## src/rtl/calc_operand_mem.sv

```systemverilog
// calc_operand_mem
// Operand and result store for the calculator datapath. Keypad digits are
// shifted into operand A (save1) or operand B (save2), the pending operator is
// latched one-hot, and ALU results are captured on equals. Every captured
// result is also pushed into a small ring-buffer history. A history entry can
// be recalled into the active operand.
//
// Ports
//   clk, rst_n      rising-edge clock, asynchronous active-low reset
//   num             4-bit digit code from the keypad decoder
//   digit_enable    append num to the active operand
//   back_enable     delete the last entered digit
//   operator        2-bit operator code
//   op_enable       latch operator
//   equ_enable      capture res into save1 and the history
//   res             ALU result (combinational from save1/save2/op_out)
//   recall_enable   load history entry recall_idx (0 = newest)
//   recall_idx      history entry to load
//   clear_enable    clear operands and operator, history is kept
//   save1, save2    operand A / operand B
//   op_out          one-hot latched operator, 0 = none
//   active_b        operand B is receiving digits
//   digit_cnt       digits held in the active operand
//   entry_full      digit_cnt == DIGITS
//   hist_count      valid history entries (saturates at HIST_DEPTH)
//   err             one-cycle pulse for a rejected command
//
// Command priority (one per cycle): clear > equ > op > recall > back > digit.

module calc_operand_mem #(
  parameter int DIGITS     = 4,
  parameter int HIST_DEPTH = 4,
  parameter bit DECIMAL    = 1'b1,
  localparam int W  = 4 * DIGITS,
  localparam int HW = $clog2(HIST_DEPTH),
  localparam int CW = $clog2(DIGITS) + 1
) (
  input  logic          clk,
  input  logic          rst_n,
  input  logic [3:0]    num,
  input  logic          digit_enable,
  input  logic          back_enable,
  input  logic [1:0]    operator,
  input  logic          op_enable,
  input  logic          equ_enable,
  input  logic [W-1:0]  res,
  input  logic          recall_enable,
  input  logic [HW-1:0] recall_idx,
  input  logic          clear_enable,
  output logic [W-1:0]  save1,
  output logic [W-1:0]  save2,
  output logic [3:0]    op_out,
  output logic          active_b,
  output logic [CW-1:0] digit_cnt,
  output logic          entry_full,
  output logic [HW:0]   hist_count,
  output logic          err
);

  typedef enum logic [1:0] {
    ENTER_A = 2'd0,
    ENTER_B = 2'd1,
    RESULT  = 2'd2
  } state_t;

  localparam logic [CW-1:0] DIGITS_C  = DIGITS[CW-1:0];
  localparam logic [HW:0]   HIST_FULL = HIST_DEPTH[HW:0];

  state_t        state, state_d;
  logic [W-1:0]  save1_d, save2_d;
  logic [3:0]    op_d;
  logic [CW-1:0] cnt_d;
  logic          err_d;
  logic          push;

  logic [W-1:0]  hist [HIST_DEPTH];
  logic [HW-1:0] wptr;

  logic [W-1:0]  active_val;
  logic [HW-1:0] rd_idx;
  logic          bad_digit;

  // Operand currently receiving digits; RESULT entries edit save1.
  assign active_val = (state == ENTER_B) ? save2 : save1;
  // Newest entry sits just behind the write pointer; wraps naturally in HW bits.
  assign rd_idx     = wptr - HW'(1) - recall_idx;
  assign bad_digit  = DECIMAL && (num > 4'd9);
  assign active_b   = (state == ENTER_B);

  // NOTE: every signal driven here gets its hold value first, so no branch
  // can leave one unassigned and infer a latch.
  always_comb begin
    state_d = state;
    save1_d = save1;
    save2_d = save2;
    op_d    = op_out;
    cnt_d   = digit_cnt;
    err_d   = 1'b0;
    push    = 1'b0;

    if (clear_enable) begin
      save1_d = '0;
      save2_d = '0;
      op_d    = 4'b0000;
      cnt_d   = '0;
      state_d = ENTER_A;
    end else if (equ_enable) begin
      if (state == ENTER_B || (state == RESULT && op_out != 4'b0000)) begin
        // Repeat equals in RESULT reuses the kept operator with save2 == 0.
        save1_d = res;
        save2_d = '0;
        cnt_d   = '0;
        push    = 1'b1;
        state_d = RESULT;
      end else begin
        err_d = 1'b1;
      end
    end else if (op_enable) begin
      op_d = 4'b0001 << operator;
      if (state != ENTER_B) begin
        save2_d = '0;
        cnt_d   = '0;
        state_d = ENTER_B;
      end
    end else if (recall_enable) begin
      if ({1'b0, recall_idx} >= hist_count) begin
        err_d = 1'b1;
      end else begin
        cnt_d = DIGITS_C;
        if (state == ENTER_B) begin
          save2_d = hist[rd_idx];
        end else begin
          save1_d = hist[rd_idx];
          state_d = ENTER_A;
        end
      end
    end else if (back_enable) begin
      if (state == RESULT || digit_cnt == '0) begin
        err_d = 1'b1;
      end else begin
        cnt_d = digit_cnt - CW'(1);
        if (state == ENTER_B) save2_d = active_val >> 4;
        else                  save1_d = active_val >> 4;
      end
    end else if (digit_enable) begin
      if (bad_digit) begin
        err_d = 1'b1;
      end else if (state == RESULT) begin
        // A fresh digit after a result starts a new calculation.
        save1_d = W'(num);
        cnt_d   = CW'(1);
        op_d    = 4'b0000;
        state_d = ENTER_A;
      end else if (digit_cnt == DIGITS_C) begin
        err_d = 1'b1;
      end else begin
        cnt_d = digit_cnt + CW'(1);
        if (state == ENTER_B) save2_d = (active_val << 4) | W'(num);
        else                  save1_d = (active_val << 4) | W'(num);
      end
    end
  end

  // NOTE: sequential state uses non-blocking assignments so every register
  // samples the pre-edge values computed above.
  always_ff @(posedge clk or negedge rst_n) begin
    if (!rst_n) begin
      state      <= ENTER_A;
      save1      <= '0;
      save2      <= '0;
      op_out     <= 4'b0000;
      digit_cnt  <= '0;
      entry_full <= 1'b0;
      err        <= 1'b0;
    end else begin
      state      <= state_d;
      save1      <= save1_d;
      save2      <= save2_d;
      op_out     <= op_d;
      digit_cnt  <= cnt_d;
      entry_full <= (cnt_d == DIGITS_C);
      err        <= err_d;
    end
  end

  // NOTE: the history array is reset along with everything else because a
  // reset must leave no trace of earlier results; it is only HIST_DEPTH words.
  always_ff @(posedge clk or negedge rst_n) begin
    if (!rst_n) begin
      for (int i = 0; i < HIST_DEPTH; i++) hist[i] <= '0;
      wptr       <= '0;
      hist_count <= '0;
    end else if (push) begin
      hist[wptr] <= res;
      wptr       <= wptr + HW'(1);
      if (hist_count != HIST_FULL) hist_count <= hist_count + 1'b1;
    end
  end

endmodule

```

## config.mk

```make
export PLATFORM = sky130hd
export DESIGN_NAME = calc_operand_mem
export DESIGN_NICKNAME = d
export VERILOG_FILES = /design/src/rtl/calc_operand_mem.sv
export SDC_FILE = /design/constraint.sdc
export NUM_CORES = 1
export LEC_CHECK = 0
export BUFFER_PORTS_ARGS = -buffer_cell sky130_fd_sc_hd__buf_2
export CAP_MARGIN = 10
export CORE_MARGIN = 1.5
export CORE_UTILIZATION = 53
export CTS_CLUSTER_SIZE = 28
export DETAILED_ROUTE_END_ITERATION = 8
export PLACE_DENSITY = 0.74
export SYNTH_ARGS = -nofsm -noshare
export SYNTH_HDL_FRONTEND = slang
export SYNTH_SLANG_ARGS = --single-unit
```

## constraint.sdc

```tcl
create_clock -name clk -period 2.5 [get_ports clk]
set_clock_uncertainty 0.05 [all_clocks]
set_input_delay 0.125 -clock clk [delete_from_list [all_inputs] [get_ports clk]]
set_output_delay 0.125 -clock clk [all_outputs]
set_load 0.02 [all_outputs]
```

After elaboration in Yosys (flattened, before gate mapping)
Cells that the tools add are included.
Word-level totals
  register bits: 112
  input port bits: 32
  output and inout bits: 45
Cells by class
  add/subtract/negate cells: 6
  magnitude comparators: 5
  equal/unequal tests: 28
  shift-type cells: 1
  mux-type cells: 86
  bitwise logic cells: 3
  reductions and logical operators: 18
Operators by type and width (count)
  two-way mux 16 bit: 35
  bitwise mux 64 bit: 1
  two-way mux 3 bit: 13
  binary-select mux 16 bit (select 2 bit): 1
  demux 16 bit (select 2 bit): 1
  two-way mux 4 bit: 8
  inequality test 6 bit (second input constant): 5
  inequality test 5 bit (second input constant): 5
  two-way mux 2 bit: 12
  bitwise OR 16 x 4 -> 16 bit: 1
  two-way mux 1 bit: 15
  nonzero test 5 bit: 3
  inequality test 4 bit (second input constant): 3
  AND reduction 10 bit: 1
  inequality test 3 x 1 -> 1 bit (second input constant): 3
  AND reduction 9 bit: 1
  AND reduction 8 bit: 1
  nonzero test 4 bit: 2
  adder 3 x 1 -> 3 bit (second input constant): 2
  == test 3 bit (second input constant): 2
  >= comparator 3 bit (second input constant): 2
  inequality test 3 bit (second input constant): 2
  NOT 2 -> 3 bit: 2
  AND reduction 6 bit: 1
  other kinds (21): 25

Longest topological paths before layout
Gate-level depths: netlist of run 1.
  word-level depth: 13
  mapped depth: 9
  gate-level depth less buffers: 7

Worst setup path before layout of run 1
Ideal clock, no wire load.
  kind: register to register
  from: reg digit_cnt[0]
  to: reg save2[14]
  setup time: 125 ps
  arrival time: 2412 ps
  data required time: 2325 ps
  setup slack: -87 ps
  cell stages (with the launch flop): 10
  buffers on the path: 2
  clock period less this slack: 2587 ps
  cells stage by stage: dfrtp_1 -> inv_1 -> ha_1 -> nor2b_1 -> or3_1 -> a41o_1 -> or2_1 -> buf_2 -> buf_6 -> mux2_4
Between the ends
  word-level cells in the longest chain between the ends: 4
RTL lines
  start: declaration: line 54  | output logic [CW-1:0] digit_cnt,
  start signal: assignment: line 180  | digit_cnt <= cnt_d;
  logical NOT 3 bit: line 138  | if (state == RESULT || digit_cnt == '0) begin
  logical OR 1 bit: line 138
  inequality test 6 bit (no source line)
  AND reduction 9 bit (no source line) *
  end signal: assignment: line 178  | save2 <= save2_d;
  end: declaration: line 51  | output logic [W-1:0] save2,
Every way passes the cells marked *; elsewhere a longest branch is shown, timed or not.
A chain may end at the register's enable or synchronous reset.

Final worst setup path of run 1
  from: reg hist_count[1]
  to: reg save2[15]
Between the ends
  word-level cells in the longest chain between the ends: 3
RTL lines
  start: declaration: line 56  | output logic [HW:0] hist_count,
  start signal: assignment: line 196  | if (hist_count != HIST_FULL) hist_count <= hist_count + 1'b1;
  >= comparator 2 x 3 -> 1 bit: line 126  | if ({1'b0, recall_idx} >= hist_count) begin
  inequality test 5 bit (no source line)
  AND reduction 9 bit (no source line)
Every way passes these cells.

==> results of run 1 <==
[what timing repair did]
action / CTS / global route
gates cloned: 0 / 0
endpoints found under the setup margin: 30 / 29
hold buffers: 1 / 0
setup buffers: 2 / 0
resized for setup: 3 / 17
hold endpoints to repair: 21 / 0
pin swaps: 3 / 5
[state kept, by name, summed over array words and instances (netlist names)]
signal      flops
hist           64
save1          16
state           2
hist_count      3
err             1
wptr            2
save2          16
entry_full      1
op_out          4
digit_cnt       3
[power by group through the flow]
stage	Clock, uW	Combinational (uW)	Sequential (uW)
2_1_floorplan	0	1660	2730
3_3_place_gp	0	2470	2660
3_5_place_dp	0	2560	2710
4_1_cts	1540	2610	2680
5_1_grt	1610	2870	2750
6_report	1530	2680	2690
[layer usage]
metal  track usage (%)  wire (um)  share of wire, %
met1              37.3       6920                40
met2              46.4       8480                49
met3              5.58       1300               7.5
met4              12.6        726               4.2
met5                 0          0                 0
[final cells by class]
class / count / area [sq um]
multi-input cells: 366 / 3280
inverters: 15 / 56.3
repair buffers: 123 / 833
fillers: 877 / 3940
well taps: 143 / 179
flip-flops and latches: 112 / 2810
clock buffers: 11 / 253
clock inverters: 5 / 63.8
[cell families (layout without fill, tap and decap cells)]
| group | Yosys count | in the layout | synth area share [%] |
|---|---|---|---|
| buffers and inverters | 47 | 154 | 3.61 |
| DFF | 112 | 112 | 45.1 |
| xor gates and xnor gates | 3 | 3 | 0.645 |
| and+or+nand+nor | 111 | 111 | 9.37 |
| adders and majority gates | 12 | 12 | 2.42 |
| muxes | 126 | 126 | 25.5 |
| AOI/OAI and AO/OA | 114 | 114 | 13.3 |
[synthesized netlist by cell type, types with 2 or more instances]
master / n
a2111oi_0: 3
a211oi_1: 4
a21boi_0: 2
a21o_1: 2
a21oi_1: 17
a221o_1: 4
a311oi_1: 6
a31oi_1: 5
and2_1: 3
and3_1: 2
buf_1: 5
buf_2: 8
buf_4: 6
buf_6: 2
clkbuf_1: 11
dfrtp_1: 112
ha_1: 12
inv_1: 15
mux2_2: 85
mux2_4: 11
mux2i_1: 17
mux4_2: 13
nand2_1: 34
nand2_4: 3
nand2b_1: 6
nand3_1: 3
nand3b_1: 2
nand4_1: 2
nor2_1: 24
nor2b_1: 13
nor3_1: 2
nor3b_1: 3
nor4_1: 2
o21ai_0: 17
o21bai_1: 2
o22ai_1: 18
o2bb2ai_1: 4
o31a_1: 6
o31ai_1: 11
o41ai_1: 5
or3_1: 5
or4_4: 2
xnor2_1: 2
[per-stage QoR]
step | hold slack, ps | setup TNS [ps] | power, uW | std cells
global placement | -5.18 | -3830 | 5140 | 756
floorplan | -221 | -7.10 | 4390 | 525
detailed placement | 4.17 | -4680 | 5270 | 756
CTS | 6.03 | 0 | 6830 | 775
finish | 10.3 | 0 | 6900 | 775
global route | 15.5 | -21.3 | 7230 | 775
[worst max-delay path: cells and delay by family (launching register included)]
kind	cells	cell delay [ps]
and+or+nand+nor	2	750
AOI/OAI and AO/OA	2	390
DFF	1	360
muxes	1	320
adders and majority gates	1	260
buffers and inverters	2	180
[final timing paths]
path | startpoint | endpoint | slack, ps
setup reg to reg | hist_count[1] | save2[15] | 80
setup / recovery | hist_count[1] | save2[15] | 80
hold reg to reg | hist[56] | hist[56] | 450
max in group asynchronous | rst_n | hist[63] | 1530
min in group asynchronous | rst_n | hist[61] | 150
hold / removal | res[5] | hist[5] | 10
==> metrics.md, run 1 <==
| Metric | Value |
|---|---|
| Status | `completed` |
| Utilization after layout | `65.5%` |
| Post-synth top area cell | `dfrtp_1` |
| Netlist cell types | `57` |
| DRC Markers | `0` |
| Chip width | `~110 um` |
| Max-cap violations | `0` |
| First-pass GRT wire length | `27400 um` |
| Starting density of the core | `a little over half` |
| Nets | `671` |
| Relative slew slack | `a little under three fifths` |
| Reg clk slew, reported paths | `about 80 ps` |
| WL/cell | `22.5 um` |
| Seq pwr share | `roughly 39%` |
| Most frequent cells in the layout | `108 x dfrtp_1, 83 x mux2_2, 75 x buf_2, 38 x buf_4, 34 x nand2_1` |
| Die H | `~110 um` |
| IO Count | `77` |
| Post-Place Worst Slack | `-312 ps` |
| Fin worst setup slack | `80.8 ps` |
| Cells on Worst Hold Path | `2` |
| Routed via count | `4976` |
| Hold crit path type | `in -> reg` |
| Routed WL | `17400 um` |
| Switch share | `34.3%` |
| Static Leakage | `0.00364 uW` |
| TritonCTS clock tree | `done` |
| Vias in the first global route | `5035` |
| Max incr delay on CP | `550 ps` |
| Worst vdd ir | `0.608 mV` |
| Minimum clock period | `between 2000 and 2500 ps` |
| CP cell instances | `inv_2, ha_4, o21bai_4, or4b_4, a221oi_4, or2_1, buf_6, mux2_2` |
| Total grt overflow | `0` |
| # H-tree levels | `3` |
| Root Buffer | `clkbuf_16` |
| Final setup fails | `0` |
| Placer Congestion | `0.908` |
| Ys flop type | `dfrtp_1` |
| FMAX | `413 MHz` |
| Post-place instance area | `0.00702 sq mm` |
| Worst reg2reg path depth | `8` |
| Clock tree sinks | `112` |
| Std cell rows | `39` |
| Syn nets | `569` |
| Pwr Density | `923 mW/mm^2` |
| Slowest CP cell | `or4b_4` |
| Final period util | `between 90% and 100%` |
| Mapped Avg Cell Area | `11.8 sq um` |
| I/O Buffers | `between 70 and 80` |
| Vias per std cell | `roughly 6.4` |
| Initial antenna violation count | `0` |
| Worst endpoint required time | `2700 ps` |
| Drt first-iter violations | `around 450` |
| Yosys top cell area share | `45.1%` |
| Mapped cell area | `0.00621 sq mm` |
| Commonest non-fill, non-tap cell in the layout | `dfrtp_1` |
| Final Hold Fails | `0` |
| Arrival @ worst endpoint | `2620 ps` |
| Core Region | `0.0114 sq mm` |
| Share of post-route cells with drive strength above 1 | `42.9%` |
| Clock latency on the worst-skew pair | `350 ps` |
| Clock Path Buffers | `2` |
| Clock share of power | `approximately 22%` |
| Net Sw Power | `2370 uW` |
| Yosys reg bits | `112` |
| Post-synth EDFFs | `0` |
| Drt pass-1 iters | `6` |
| Die area | `between 0.01 and 0.015 sq mm` |
| Power Internal | `4540 uW` |
| # diodes | `0` |
| Max-slew violation count | `0` |
| Cells after Synth | `525` |
| Post-synth ARST share | `100%` |
| Yosys warning count | `0` |
| Detail Route Antenna Nets | `0` |
| Kind of critical path | `reg -> reg` |
| Largest net degree at the start of global routing | `60` |
| Dominant cells by area after synthesis | `dfrtp_1 45%, mux2_2 15%, mux4_2 4.7%` |
| CP Capture Type | `flip-flop` |
| Area Overhead vs Synth | `20.3%` |
| Combinational power share | `38.9%` |
| Final Cell Area | `0.00747 sq mm` |
| Hpwl dp | `around 12000 um` |
| CP Launch Type | `flip-flop` |
| Total global-route track usage | `28.5%` |
| Share of the yosys chip area belonging to registers | `45.1%` |
| Critical Path Fanout Max | `4` |
| CTS buffer count | `9` |
| Worst Max-Slew Pin Slew | `about 640 ps` |
No activity file was read; power rests on OpenSTA's default activity.
==> run 2: changes to the inputs <==
--- a/config.mk
+++ b/config.mk
@@ -11,7 +11,7 @@
 export CORE_UTILIZATION = 53
 export CTS_CLUSTER_SIZE = 28
 export DETAILED_ROUTE_END_ITERATION = 8
-export PLACE_DENSITY = 0.74
+export PLACE_DENSITY_LB_ADDON = 0.05
 export SYNTH_ARGS = -nofsm -noshare
 export SYNTH_HDL_FRONTEND = slang
 export SYNTH_SLANG_ARGS = --single-unit
==> metrics.md, run 2 (synthesis results as in run 1) <==
| Metric | Value |
|---|---|
| Final Hold Fails | `0` |
| Drt first-iter violations | `375` |
| DRC Markers | `0` |
| Initial antenna violation count | `0` |
| Root Buffer | `clkbuf_16` |
| # diodes | `0` |
| Minimum clock period | `2440 ps` |
| Critical Path Fanout Max | `9` |
| Max-slew violation count | `0` |
| Hpwl dp | `between 10000 and 15000 um` |
| IO Count | `77` |
| Max-cap violations | `0` |
| Nets | `662` |
| Total global-route track usage | `~28%` |
| Std cell rows | `39` |
| Core Region | `0.0114 sq mm` |
| Total Power | `6710 uW` |
| Die area | `0.0124 sq mm` |
| Final setup fails | `0` |
| Worst endpoint required time | `between 2000 and 3000 ps` |
| Hold Slack | `11.1 ps` |
| Max incr delay on CP | `460 ps` |
| CP Launch Type | `flip-flop` |
| Clock tree sinks | `between 100 and 150` |
| CTS buffer count | `9` |
| Share of post-route cells with drive strength above 1 | `between 40% and 50%` |
| Clock Path Buffers | `2` |
| Hold crit path type | `in -> reg` |
| I/O Buffers | `76` |
| Worst vdd ir | `0.580 mV` |
| Placer Congestion | `0.893` |
| Reg clk slew, reported paths | `80 ps` |
| Top Registers | `hist x64, save1 x16, save2 x16` |
| Max FFs per register | `64` |
| Chip width | `111 um` |
| Area Overhead vs Synth | `18.5%` |
| Starting density of the core | `54.4%` |
| Finished Layout Cells | `approximately 770` |
| Vias per std cell | `6.28` |
| Worst Max-Slew Pin Slew | `582 ps` |
| Largest net degree at the start of global routing | `47` |
| Routed WL | `17000 um` |
| Detail Route Antenna Nets | `0` |
| CP cell instances | `ha_4, nor3b_2, o21ai_0, or4_4, a21oi_4, buf_12, mux2_2` |
| CP Capture Type | `flip-flop` |
| Static Leakage | `0.00358 uW` |
| Total grt overflow | `0` |
| FMAX | `410 MHz` |
| R2R setup slack | `roughly 60 ps` |
| First-pass GRT wire length | `26600 um` |
| # H-tree levels | `3` |
| Vias in the first global route | `4674` |
| Slowest CP cell | `or4_4` |
| Clock latency on the worst-skew pair | `360 ps` |
| Kind of critical path | `reg -> reg` |
| Final period util | `97.6%` |
| Drt pass-1 iters | `6` |
| Status | `completed` |
| Commonest non-fill, non-tap cell in the layout | `dfrtp_1` |
| WL/cell | `22.2 um` |
| Placed Cells incl. Taps | `745` |
| Pwr Density | `911 mW/mm^2` |
| Relative slew slack | `about three fifths` |
| Utilization after layout | `between 60 and 70%` |
| Worst Path Buf+Inv | `1` |
| Arrival @ worst endpoint | `2630 ps` |
| Die H | `111 um` |
| Reg with most FFs | `hist` |
| TritonCTS clock tree | `done` |
| CP delay by family, top | `simple AND/OR/NAND/NOR gates` |
| Most frequent cells in the layout | `108 x dfrtp_1, 85 x mux2_2, 75 x buf_2, 34 x nand2_1, 30 x buf_4` |
| FILL cells | `933` |
| Routed via count | `4813` |
| Setup TNS | `0 ps` |
run 2: final timing paths:
kind	end	cells after the start	from
max	save1[11]	7	hist_count[0]
min	hist[45]	2	res[13]
max reg2reg	save1[11]	7	hist_count[0]
min reg2reg	hist[56]	1	hist[56]
max in group asynchronous	hist[43]	3	rst_n
min in group asynchronous	save2[14]	2	rst_n
run 2: layout make-up:
| cell class | instances | area (sq um) | area share, % |
|---|---|---|---|
| clock buffer | 10 | 239 | 3.25 |
| tap | 143 | 179 | 2.43 |
| timing repair buffer | 114 | 776 | 10.5 |
| sequential | 112 | 2810 | 38.1 |
| multi-input combinational | 366 | 3260 | 44.3 |
| clock inverter | 6 | 42.5 | 0.578 |
| inverter | 15 | 56.3 | 0.765 |
run 2: routing by layer:
metal / part of all wire (%) / global-route usage [%] / vias up
met2: 47 / 43.8 / 180
met3: 6.1 / 5.90 / 36
li1: - / - / 2161
met4: 2.1 / 8.27 / 0
met5: 0 / 0 / -
met1: 44 / 39.6 / 2436
run 2: power breakdown:
group | switching (uW) | total, uW | internal, uW
logic | 1310 | 2630 | 1330
clock network | 686 | 1400 | 710
registers | 327 | 2680 | 2350
total | 2320 | 6710 | 4390
run 2: timing repair:
item,4_1_cts,5_1_grt
endpoints found under the hold margin,30,0
cloned,0,1
endpoints found under the setup margin,21,20
hold buffers,1,0
pin swaps,1,2
resized for setup,2,13
setup buffers,2,1
run 2: metrics by stage:
| step | setup WS [ps] | instance area (sq um) |
|---|---|---|
| after floorplan | -7.10 | 6220 |
| after global placement | 31.1 | 6950 |
| after detailed placement | -43.6 | 6950 |
| after CTS | -29.6 | 7270 |
| after global routing | -9.75 | 7360 |
| final | 59.6 | 7360 |
==> run 3: changes to the inputs <==
--- a/config.mk
+++ b/config.mk
@@ -9,7 +9,7 @@
 export CAP_MARGIN = 10
 export CORE_MARGIN = 1.5
 export CORE_UTILIZATION = 53
-export CTS_CLUSTER_SIZE = 28
+export CTS_CLUSTER_SIZE = 10
 export DETAILED_ROUTE_END_ITERATION = 8
 export PLACE_DENSITY_LB_ADDON = 0.05
 export SYNTH_ARGS = -nofsm -noshare
==> constraint.sdc (replaced) <==
create_clock -name clk -period 2.5 [get_ports clk]
set_clock_uncertainty 0.05 [all_clocks]
set_input_delay 0.25 -clock clk [delete_from_list [all_inputs] [get_ports clk]]
set_output_delay 0.25 -clock clk [all_outputs]
set_load 0.02 [all_outputs]
==> metrics.md, run 3 (synthesis results as in run 1) <==
| Metric | Value |
|---|---|
| Relative slew slack | `56.9%` |
| Final setup fails | `0` |
| Placed Cells incl. Taps | `between 700 and 800` |
| WL/cell | `roughly 22 um` |
| Switch share | `about a third` |
| Critical Path Fanout Max | `8` |
| Std cell rows | `39` |
| Total global-route track usage | `between 20% and 30%` |
| Worst Max-Slew Pin Slew | `between 600 and 700 ps` |
| Largest net degree at the start of global routing | `51` |
| Worst r2r dst | `save2[15]` |
| Chip width | `111 um` |
| Core Region | `0.0114 sq mm` |
| Finished Layout Cells | `769` |
| Total Power | `6790 uW` |
| Max-cap violations | `0` |
| Combinational power share | `38.0%` |
| Drt first-iter violations | `about 350` |
| DRC Markers | `0` |
| CP Capture Type | `flip-flop` |
| R2R setup slack | `100 ps` |
| Hold Path Origin | `res[1]` |
| Die area | `0.0124 sq mm` |
| Most frequent cells in the layout | `108 x dfrtp_1, 85 x mux2_2, 75 x buf_2, 34 x nand2_1, 34 x buf_4` |
| Worst vdd ir | `0.779 mV` |
| Routed WL | `between 15000 and 20000 um` |
| # diodes | `0` |
| Arrival @ worst endpoint | `2600 ps` |
| Detail Route Antenna Nets | `0` |
| Nets | `665` |
| GRT met2 Usage | `a little under half` |
| # H-tree levels | `3` |
| Hpwl dp | `about 12000 um` |
| Met1 GRT Util | `38.9%` |
| Final Cell Area | `0.00735 sq mm` |
| Final period util | `96.1%` |
| Vias in the first global route | `4694` |
| Starting density of the core | `54.4%` |
| Storage cell area | `around 0.0028 sq mm` |
| Setup TNS | `0 ps` |
| I/O Buffers | `76` |
| Final Hold Fails | `0` |
| FMAX | `416 MHz` |
| Area Overhead vs Synth | `18.4%` |
| Routed via count | `4730` |
| Grt peak-use layer | `met2` |
| CP startpoint | `hist_count[1]` |
| Top Registers | `hist x64, save1 x16, save2 x16` |
| IO Count | `77` |
| Root Buffer | `clkbuf_16` |
| Min-Delay Endpoint | `hist[1]` |
| Status | `completed` |
| Power Internal | `4450 uW` |
| Cells on Worst Hold Path | `2` |
| Clock latency on the worst-skew pair | `360 ps` |
| Die H | `111 um` |
| Worst endpoint required time | `roughly 2700 ps` |
| Initial antenna violation count | `0` |
| Commonest non-fill, non-tap cell in the layout | `dfrtp_1` |
| Share of post-route cells with drive strength above 1 | `41.7%` |
| Crit Reg-Reg Startpoint | `hist_count[1]` |
| First-pass GRT wire length | `26600 um` |
| Max-slew violation count | `0` |
| Area of the multi-input gates | `0.00321 sq mm` |
| Reg clk slew, reported paths | `80 ps` |
| Reg with most FFs | `hist` |
| CTS buffer count | `9` |
| Hold crit path type | `in -> reg` |
| Post-place instance area | `0.00699 sq mm` |
| Minimum clock period | `2400 ps` |
| RSZ-0062 raised after global routing | `no` |
| Clock Path Buffers | `2` |
| Clock share of power | `22.7%` |
| Net Sw Power | `2340 uW` |
| Placer Congestion | `0.913` |
| Vias per std cell | `6.15` |
| Drt pass-1 iters | `5` |
| CP Launch Type | `flip-flop` |
| Worst reg2reg path depth | `8` |
| Total grt overflow | `0` |
| Kind of critical path | `reg -> reg` |
| Pwr Density | `923 mW/mm^2` |
| Static Leakage | `around 0.0036 uW` |
| Max FFs per register | `64` |
| M3 GR Usage | `6.56%` |
| FILL cells | `954` |
| Clock tree sinks | `112` |
| Seq pwr share | `a little under 40%` |
| TritonCTS clock tree | `done` |
[run 3: how the worst max path moves through the flow]
stage / slack (ps) / end / depth (start not counted)
after floorplan: -7 / save2[14] / 9
after global placement: 40 / save2[12] / 8
after detailed placement: -30 / save2[15] / 8
after CTS: 5 / save1[10] / 7
after global routing: 10 / save2[13] / 8
final: 100 / save2[15] / 8
[run 3: area by class of cell]
class                   instances  share of cell area [%]
flip-flops and latches        112                    38.2
well taps                     143                    2.43
multi-input cells             366                    43.6
repair buffers                117                    10.6
clock inverters                 7                    1.33
clock buffers                   9                    3.06
inverters                      15                   0.766
[run 3: power groups by stage]
| stage | combinational (uW) | sequential (uW) | clock, uW |
|---|---|---|---|
| global route | 2770 | 2730 | 1630 |
| finish | 2580 | 2670 | 1540 |
| CTS | 2580 | 2670 | 1570 |
| global placement | 2490 | 2650 | 0 |
| detailed placement | 2540 | 2700 | 0 |
| floorplan | 1660 | 2730 | 0 |
[run 3: timing repair]
item | CTS | global route
setup endpoints to repair | 7 | 84
endpoints found under the hold margin | 46 | 0
hold buffers | 1 | 0
setup buffers | 1 | 0
gates resized for setup | 1 | 5
[run 3: through the flow]
stage / util, % / worst slack [ps] / hold WS (ps)
after floorplan: - / -7.10 / -95.6
after global placement: 61.2 / 40.6 / 243
after detailed placement: 61.2 / -25.4 / 253
after CTS: 64.2 / 4.64 / 122
after global routing: 64.4 / 14.3 / 125
final: 64.4 / 98.1 / 125
[run 3: per-layer routing]
layer | vias up | routed length, um
met2 | 146 | 8010
met5 | - | 0
met1 | 2405 | 7510
met4 | 0 | 191
met3 | 13 | 980
li1 | 2166 | -
[run 3: worst max-delay path, cell delays in order, from the launching register on]
cell      delay (ps)
dfrtp_2          410
inv_1             80
ha_1             200
o21bai_2         100
or4b_4           490
a221oi_2         300
or2_1            200
buf_12           130
mux2_2           320
